--- src/rtl/i2c_byte_ctrl.sv ---
// rtl/i2c_byte_ctrl.sv - byte-level I2C master sequencer (START/STOP/WRITE/READ)
// Optional slave clock stretching is enabled by defining I2C_CLK_STRETCH_EN.
module i2c_byte_ctrl #(
    parameter int CLK_DIV = 250
) (
    input  logic       clk,
    input  logic       rst,
    input  logic       cmd_valid,
    output logic       cmd_ready,
    input  logic [1:0] cmd_op,
    input  logic [7:0] cmd_wdata,
    input  logic       cmd_nack,
    output logic       done,
    output logic [7:0] rdata,
    output logic       ack_rx,
    output logic       arb_lost,
    output logic       SCL_out,
    output logic       SDA_out,
    input  logic       SCL_in,
    input  logic       SDA_in
);
    typedef enum logic [2:0] {S_IDLE, S_START, S_STOP, S_BIT, S_ABORT} state_t;

    localparam logic [15:0] QTR_LAST = 16'(CLK_DIV - 1);

    state_t      state, state_n;
    logic [1:0]  qtr, qtr_n;
    logic [15:0] cnt, cnt_n;
    logic [3:0]  bit_idx, bit_n;
    logic        rd_dir, rd_dir_n;
    logic [7:0]  wdata, wdata_n;
    logic        nack, nack_n;
    logic [7:0]  rdata_n;
    logic        ack_n, arb_n, done_n, scl_n, sda_n;
    logic [1:0]  sda_sync;
    logic        sda_s, hold, qtr_end, sample;

    assign sda_s     = sda_sync[1];
    assign cmd_ready = (state == S_IDLE);

`ifdef I2C_CLK_STRETCH_EN
    logic [1:0] scl_sync;

    always_ff @(posedge clk) begin
        if (rst) scl_sync <= 2'b11;
        else     scl_sync <= {scl_sync[0], SCL_in};
    end

    // Quarter B always has SCL released; wait for the bus to actually go high.
    assign hold = (qtr == 2'd1) && !scl_sync[1] &&
                  (state == S_START || state == S_STOP || state == S_BIT);
`else
    logic unused_scl_in;
    assign unused_scl_in = SCL_in;
    assign hold          = 1'b0;
`endif

    assign qtr_end = (cnt == 16'd0) && !hold;
    assign sample  = (qtr == 2'd2) && (cnt == 16'd0);

    always_ff @(posedge clk) begin
        if (rst) begin
            state    <= S_IDLE;
            qtr      <= 2'd0;
            cnt      <= 16'd0;
            bit_idx  <= 4'd0;
            rd_dir   <= 1'b0;
            wdata    <= 8'h00;
            nack     <= 1'b0;
            rdata    <= 8'h00;
            ack_rx   <= 1'b1;
            arb_lost <= 1'b0;
            done     <= 1'b0;
            SCL_out  <= 1'b1;
            SDA_out  <= 1'b1;
            sda_sync <= 2'b11;
        end else begin
            state    <= state_n;
            qtr      <= qtr_n;
            cnt      <= cnt_n;
            bit_idx  <= bit_n;
            rd_dir   <= rd_dir_n;
            wdata    <= wdata_n;
            nack     <= nack_n;
            rdata    <= rdata_n;
            ack_rx   <= ack_n;
            arb_lost <= arb_n;
            done     <= done_n;
            SCL_out  <= scl_n;
            SDA_out  <= sda_n;
            sda_sync <= {sda_sync[0], SDA_in};
        end
    end

    always_comb begin
        state_n  = state;
        qtr_n    = qtr;
        cnt_n    = cnt;
        bit_n    = bit_idx;
        rd_dir_n = rd_dir;
        wdata_n  = wdata;
        nack_n   = nack;
        rdata_n  = rdata;
        ack_n    = ack_rx;
        arb_n    = arb_lost;
        done_n   = 1'b0;
        scl_n    = SCL_out;
        sda_n    = SDA_out;

        if (!hold && cnt != 16'd0) cnt_n = cnt - 16'd1;

        case (state)
            S_IDLE: begin
                if (cmd_valid) begin
                    rdata_n  = 8'h00;
                    ack_n    = 1'b0;
                    arb_n    = 1'b0;
                    wdata_n  = cmd_wdata;
                    nack_n   = cmd_nack;
                    qtr_n    = 2'd0;
                    cnt_n    = QTR_LAST;
                    bit_n    = 4'd0;
                    rd_dir_n = cmd_op[0];
                    case (cmd_op)
                        2'b00:   state_n = S_START;
                        2'b01:   state_n = S_STOP;
                        default: state_n = S_BIT;
                    endcase
                end
            end
            S_START, S_STOP: begin
                if (state == S_START && qtr == 2'd1 && qtr_end && !sda_s) begin
                    arb_n   = 1'b1;
                    state_n = S_ABORT;
                end else if (qtr_end) begin
                    cnt_n = QTR_LAST;
                    if (qtr == 2'd3) begin
                        state_n = S_IDLE;
                        done_n  = 1'b1;
                    end else begin
                        qtr_n = qtr + 2'd1;
                    end
                end
            end
            S_BIT: begin
                // Another master pulled SDA low while we released it for a data bit.
                if (sample && !rd_dir && bit_idx != 4'd8 && wdata[~bit_idx[2:0]] && !sda_s) begin
                    arb_n   = 1'b1;
                    state_n = S_ABORT;
                end else begin
                    if (sample) begin
                        if (bit_idx == 4'd8) begin
                            if (!rd_dir) ack_n = sda_s;
                        end else if (rd_dir) begin
                            rdata_n = {rdata[6:0], sda_s};
                        end
                    end
                    if (qtr_end) begin
                        cnt_n = QTR_LAST;
                        if (qtr != 2'd3) begin
                            qtr_n = qtr + 2'd1;
                        end else if (bit_idx != 4'd8) begin
                            qtr_n = 2'd0;
                            bit_n = bit_idx + 4'd1;
                        end else begin
                            state_n = S_IDLE;
                            done_n  = 1'b1;
                        end
                    end
                end
            end
            S_ABORT: begin
                state_n = S_IDLE;
                done_n  = 1'b1;
            end
            default: state_n = S_IDLE;
        endcase

        // Lines are registered from the next step; IDLE keeps the bus as the last step left it.
        case (state_n)
            S_START: begin
                scl_n = qtr_n[0] ^ qtr_n[1];
                sda_n = !qtr_n[1];
            end
            S_STOP: begin
                scl_n = (qtr_n != 2'd0);
                sda_n = qtr_n[1];
            end
            S_BIT: begin
                scl_n = qtr_n[0] ^ qtr_n[1];
                if (bit_n == 4'd8) sda_n = rd_dir_n ? nack_n : 1'b1;
                else               sda_n = rd_dir_n | wdata_n[~bit_n[2:0]];
            end
            S_ABORT: begin
                scl_n = 1'b1;
                sda_n = 1'b1;
            end
            default: ;
        endcase
    end
endmodule

--- config.mk ---
export PLATFORM = sky130hd
export DESIGN_NAME = i2c_byte_ctrl
export DESIGN_NICKNAME = d
export VERILOG_FILES = /design/src/rtl/i2c_byte_ctrl.sv
export SDC_FILE = /design/constraint.sdc
export NUM_CORES = 1
export LEC_CHECK = 0
export CORE_MARGIN = 4
export CORE_UTILIZATION = 38
export CTS_BUF_LIST = sky130_fd_sc_hd__clkbuf_2
export DETAILED_ROUTE_END_ITERATION = 8
export HOLD_SLACK_MARGIN = 0.06
export SYNTH_ARGS = -nofsm -noshare
export SYNTH_HDL_FRONTEND = slang
export SYNTH_SLANG_ARGS = --single-unit
--- constraint.sdc ---
create_clock -name clk -period 3.1 [get_ports clk]
set_input_delay 0.62 -clock clk [delete_from_list [all_inputs] [get_ports clk]]
set_output_delay 0.62 -clock clk [all_outputs]
set_load 0.005 [all_outputs]
After elaboration in Yosys (flattened, before gate mapping)
Cells that the tools add are included.
{"block": "totals", "regBits": 50, "input_bits": 16, "out_inout_bits": 14, "wordCells": 141}
{"block": "classes", "addsub": 3, "n_lt_le_gt_ge": 2, "eq_ne": 25, "n_mux": 68, "n_bitwise": 4, "n_reduce_logical": 25}
{"operator": "two-way mux 16 bit", "n": 5}
{"operator": "two-way mux 8 bit", "n": 7}
{"operator": "one-hot mux 16 bit (3 select lines)", "n": 1}
{"operator": "two-way mux 3 bit", "n": 8}
{"operator": "two-way mux 1 bit", "n": 22}
{"operator": "two-way mux 4 bit", "n": 5}
{"operator": "!= test 2 bit, second input constant", "n": 10}
{"operator": "logical NOT 16 bit", "n": 1}
{"operator": "two-way mux 2 bit", "n": 8}
{"operator": "one-hot mux 8 bit (2 select lines)", "n": 1}
{"operator": "nonzero test 16 bit", "n": 1}
{"operator": "subtractor 16 x 1 -> 16 bit, second input constant", "n": 1}
{"operator": "equality test 3 x 2 -> 1 bit, second input constant", "n": 4}
{"operator": "AND reduction 6 bit", "n": 2}
{"operator": "one-hot mux 1 bit (3 select lines)", "n": 3}
{"operator": "one-hot mux 3 bit (3 select lines)", "n": 1}
{"operator": "equality test 4 bit, second input constant", "n": 2}
{"operator": "logical AND 1 bit", "n": 8}
{"operator": "less-than comparator 3 x 4 -> 1 bit, second input constant", "n": 2}
{"operator": "one-hot mux 4 bit (2 select lines)", "n": 1}
{"operator": "binary-select mux 1 bit (select 3 bit)", "n": 2}
{"operator": "equality test 3 x 1 -> 1 bit, second input constant", "n": 2}
{"operator": "equality test 3 bit, second input constant", "n": 2}
{"operator": "NOT 3 bit", "n": 2}
{"operator": "other kinds (19)", "n": 26}

Logic depth before layout (Yosys ltp)
{"block": "depth", "ltp_word": 14, "ltp_mapped": 15, "ltp_nobuf": 13}

Least setup slack after synthesis
No wires, ideal clock.
{"block": "synth_path", "kind": "register -> register", "from": "reg cnt[0]", "to": "reg SDA_out", "arrival_ns": 2.800, "t_required_ns": 2.969, "setup_slack_ns": 0.169, "path_stages_with_launch": 11, "n_path_buf": 0, "cell_sequence": "dfxtp_1 inv_1 ha_1 or4b_2 nor4_4 nand2_2 nor4b_2 mux2_1 or3_1 o2111ai_2 o221ai_2"}
{"block": "synth_between", "elab_chain_cells": 14, "word_cells_on_any_way": 34, "cone_classes": "5 x eq/ne; 17 x mux; 2 x bitwise; 10 x reduce/logical"}
{"element": "from (decl)", "line_no": "28", "source": "logic [15:0] cnt, cnt_n;"}
{"element": "from (signal assigned)", "line_no": "80", "source": "cnt <= cnt_n;"}
{"element": "logical NOT 16 bit (*)", "line_no": "58, 59"}
{"element": "logical AND 1 bit", "line_no": "59", "source": "assign sample = (qtr == 2'd2) && (cnt == 16'd0);"}
{"element": "logical AND 1 bit (4 in series)", "line_no": "147", "source": "if (sample && !rd_dir && bit_idx != 4'd8 && wdata[~bit_idx[2:0]] && !sda_s) begin"}
{"element": "two-way mux 4 bit", "line_no": "147"}
{"element": "one-hot mux 4 bit (2 select lines)", "line_no": "112", "source": "case (state)"}
{"element": "NOT 3 bit", "line_no": "192", "source": "else sda_n = rd_dir_n | wdata_n[~bit_n[2:0]];"}
{"element": "binary-select mux 1 bit (select 3 bit)", "line_no": "192"}
{"element": "two-way mux 1 bit (not written as such)", "line_no": "192"}
{"element": "bitwise OR 1 bit", "line_no": "192"}
{"element": "two-way mux 1 bit", "line_no": "191", "source": "if (bit_n == 4'd8) sda_n = rd_dir_n ? nack_n : 1'b1;"}
{"element": "one-hot mux 1 bit (4 select lines)", "line_no": "180", "source": "case (state_n)"}
{"element": "to (signal assigned)", "line_no": "90", "source": "SDA_out <= sda_n;"}
{"element": "to (decl)", "line_no": "18", "source": "output logic SDA_out,"}
Every way passes the cells marked *; elsewhere a longest branch is shown, timed or not. The select of a mux whose other input is x is not followed.
A chain may end at the register's enable or synchronous reset.

Worst setup path in the final report
Ends and elaborated chain as after synthesis.

==> out/qor.yml <==
status: "complete, no violations"
crit_arrival_ns: 3.29
path_class: "reg -> reg"
cts_tree: "done"
rsz0062_at_grt: "no"
gp_congestion: 0.8127
ant_nets: 0
postSynthCellCount: 338
holdCritStartpoint: "sda_sync[0]"
dp_slack_ns: 0.05523
cts.clk_slew.worst_paths_ns: 0.26
synth-main-ff-cell: "dfxtp_1"
netlist_area_mm2: 0.002725
slowest_delay_ns: 0.48
antenna_found_initial: 0
whs_ns: 0.4521
synth_cell_types: 56
rows: 30
numCtsBuffers: 5
yosys-top-cells-area: "dfxtp_1 (37%), nor2_1 (6.3%), nand2_1 (5.9%)"
grt_overflow_total: 0
grt_pass1_vias: 2176
max-cap-violations: 0
max_slew.worst_pin.slew_ns: 0.4623
wirelength_mm: 6.331
dieHeight_um: 92.69
min_period_ns: 2.936
fin_cells: 475
worst_hold_path.endpoint: "sda_sync[1]"
drive_above_1_share_pct: 15.30
die_x_um: 92.69
start_util_pct: 39.67
coreArea_mm2: 0.006869
area_delta_synth_final_pct: 21.03
grtUsageTotal_pct: 14.89
synthArstFlopShare_pct: 0
peakVddDrop_uv: 159.3
syn_nets: 365
cp_top_family: "simple AND/OR/NAND/NOR gates"
io_pins: 30
fmax_ghz: 0.3407
cts_root_buf: "clkbuf_2"
finalHoldViolCount: 0
clk-insertion-delay-late_ns: 0.45
io_buffers: 28
r2r_cells: 10
dp_cells: 462
fin_ws_ns: 0.1645
cp-start-kind: "flop"
wl_per_cell_um: 13.33
avgSynthCellArea_um2: 8.062
routed_via_density: 5.023
yosysSeqAreaShare_pct: 36.73
rr_startpoint: "cnt[0]"
crit_fanout: 5
tns_ns: 0
setup_viol: 0
htreeDepth: 2
grt_pass1_wl_mm: 10.27
p_leak_nw: 1.251
power_mw: 1.571
power.density_mw_per_mm2: 476.4
vias: 2386
antenna_cells: 0
synth.top_cells.by_count: "dfxtp_1 (50), nor2_1 (46), nand2_1 (43)"
synth_top_area_share_pct: 36.73
slew_headroom_pct: 68.85
drt_iter0_drc: 101
synth-edff-count: 0
rrSetupSlack_ns: 0.16
clockBufferDepth: 2
ys_ff_latch: 50
hold_depth: 1
crit_chain: "inv_2 > ha_2 > or4b_4 > nor4_4 > nand2_2 > nor4b_4 > mux2_4 > or3_1 > o2111ai_2 > o221ai_2"
end_kind: "flop"
dpl.hpwl_mm: 4.660
cp.required_ns: 3.45
nets: 405
dieArea_mm2: 0.008591
slew_viol_final: 0
yosysWarnings: 0
rr_endpoint: "SDA_out"
slowest_stage: "or4b_4"
cts_num_sinks: 50
grt_max_degree: 26
yosysMostFrequentCell: "dfxtp_1"
drc: 0
drtPass1Iterations: 4
fin_crit_sh_pct: 94.69
yosysTopAreaCell: "dfxtp_1"
clock_skew_ns: 0.01671
hp-class: "reg -> reg"
cts_hold_buf: 0
critPathBufInv: 1
-- per-layer routing --
metal	vias to the layer above	part of all wire, %	wire length [um]	GRT usage [%]
li1	1244	-	-	-
met1	1111	48	3032	18.96
met2	24	48	3044	24.95
met3	7	2.7	173	2.843
met4	0	1.3	80	5.495
met5	-	0	0	0
-- report_power, final --
| group | internal [mW] | total, mW | switching, mW | leakage, nW |
|---|---|---|---|---|
| registers | 0.713 | 0.776 | 0.0629 | 0.409 |
| logic | 0.261 | 0.530 | 0.269 | 0.815 |
| clock network | 0.0513 | 0.265 | 0.214 | 0.0264 |
| total | 1.03 | 1.57 | 0.545 | 1.25 |
-- final cells by class --
type	instances	area [um^2]
inverter	10	37.54
timing repair buffer	51	452.9
multi-input combinational	260	1643
clock inverter	3	16.27
tap	96	120.1
sequential	50	1003
fill	685	3571
clock buffer	5	25.02
-- per-stage QoR --
stage	utilization, %	instance area (um^2)
2_1_floorplan	-	2725
3_3_place_gp	46.43	3189
3_5_place_dp	46.43	3189
4_1_cts	47.03	3231
5_1_grt	48.01	3298
6_report	48.01	3298
-- flip-flops by register name, summed over array words and instances, names as in the netlist --
| signal | flops |
|---|---|
| ack_rx | 1 |
| qtr | 2 |
| cnt | 16 |
| sda_sync | 2 |
| rd_dir | 1 |
| bit_idx | 4 |
| done | 1 |
| SDA_out | 1 |
| state | 3 |
| nack | 1 |
| wdata | 8 |
| rdata | 8 |
| arb_lost | 1 |
| SCL_out | 1 |
-- logic make-up after synthesis --
| logic type | count (synthesis) | share of synthesized area, % |
|---|---|---|
| compound gates | 56 | 13.50 |
| xor+xnor | 14 | 4.500 |
| fa+ha+maj | 11 | 5.050 |
| buf+inv | 28 | 3.994 |
| flops | 50 | 36.73 |
| mux | 12 | 4.637 |
| simple gates | 167 | 31.59 |
-- worst register-to-register path, cell delays in order, from the launching register on --
cell,delay [ns]
dfxtp_2,0.38
inv_2,0.06
ha_2,0.16
or4b_4,0.48
nor4_4,0.43
nand2_2,0.16
nor4b_4,0.26
mux2_4,0.34
or3_1,0.39
o2111ai_2,0.10
o221ai_2,0.10
-- worst max path at each step --
stage,start,end,slack [ns],cells past startpoint
after floorplan,cnt[0],SDA_out,0.17,10
after global placement,cnt[0],SDA_out,0.07,10
after detailed placement,cnt[0],SDA_out,0.06,10
after CTS,cnt[0],SDA_out,0.04,10
after global routing,cnt[6],SDA_out,0.007,11
final,cnt[0],SDA_out,0.16,10
-- cells in the final DEF (no fill, tap or decap), types with 6 or more instances in the layout --
cell type        count
nor3_1               9
buf_4               23
nand2b_1             6
a31oi_1              6
xnor2_1              9
and2_1               7
ha_1                10
dfxtp_1             48
a21oi_1             26
clkdlybuf4s50_1     28
nor2_1              46
inv_1                8
o21ai_0              7
nand3_1             21
mux2i_1              9
nand2_1             43
-- repair_timing --
item | in CTS | in global routing
setup endpoints to repair | 0 | 2
setup buffers | 0 | 6
gates resized for setup | 0 | 11
No activity file was read; power rests on OpenSTA's default activity.
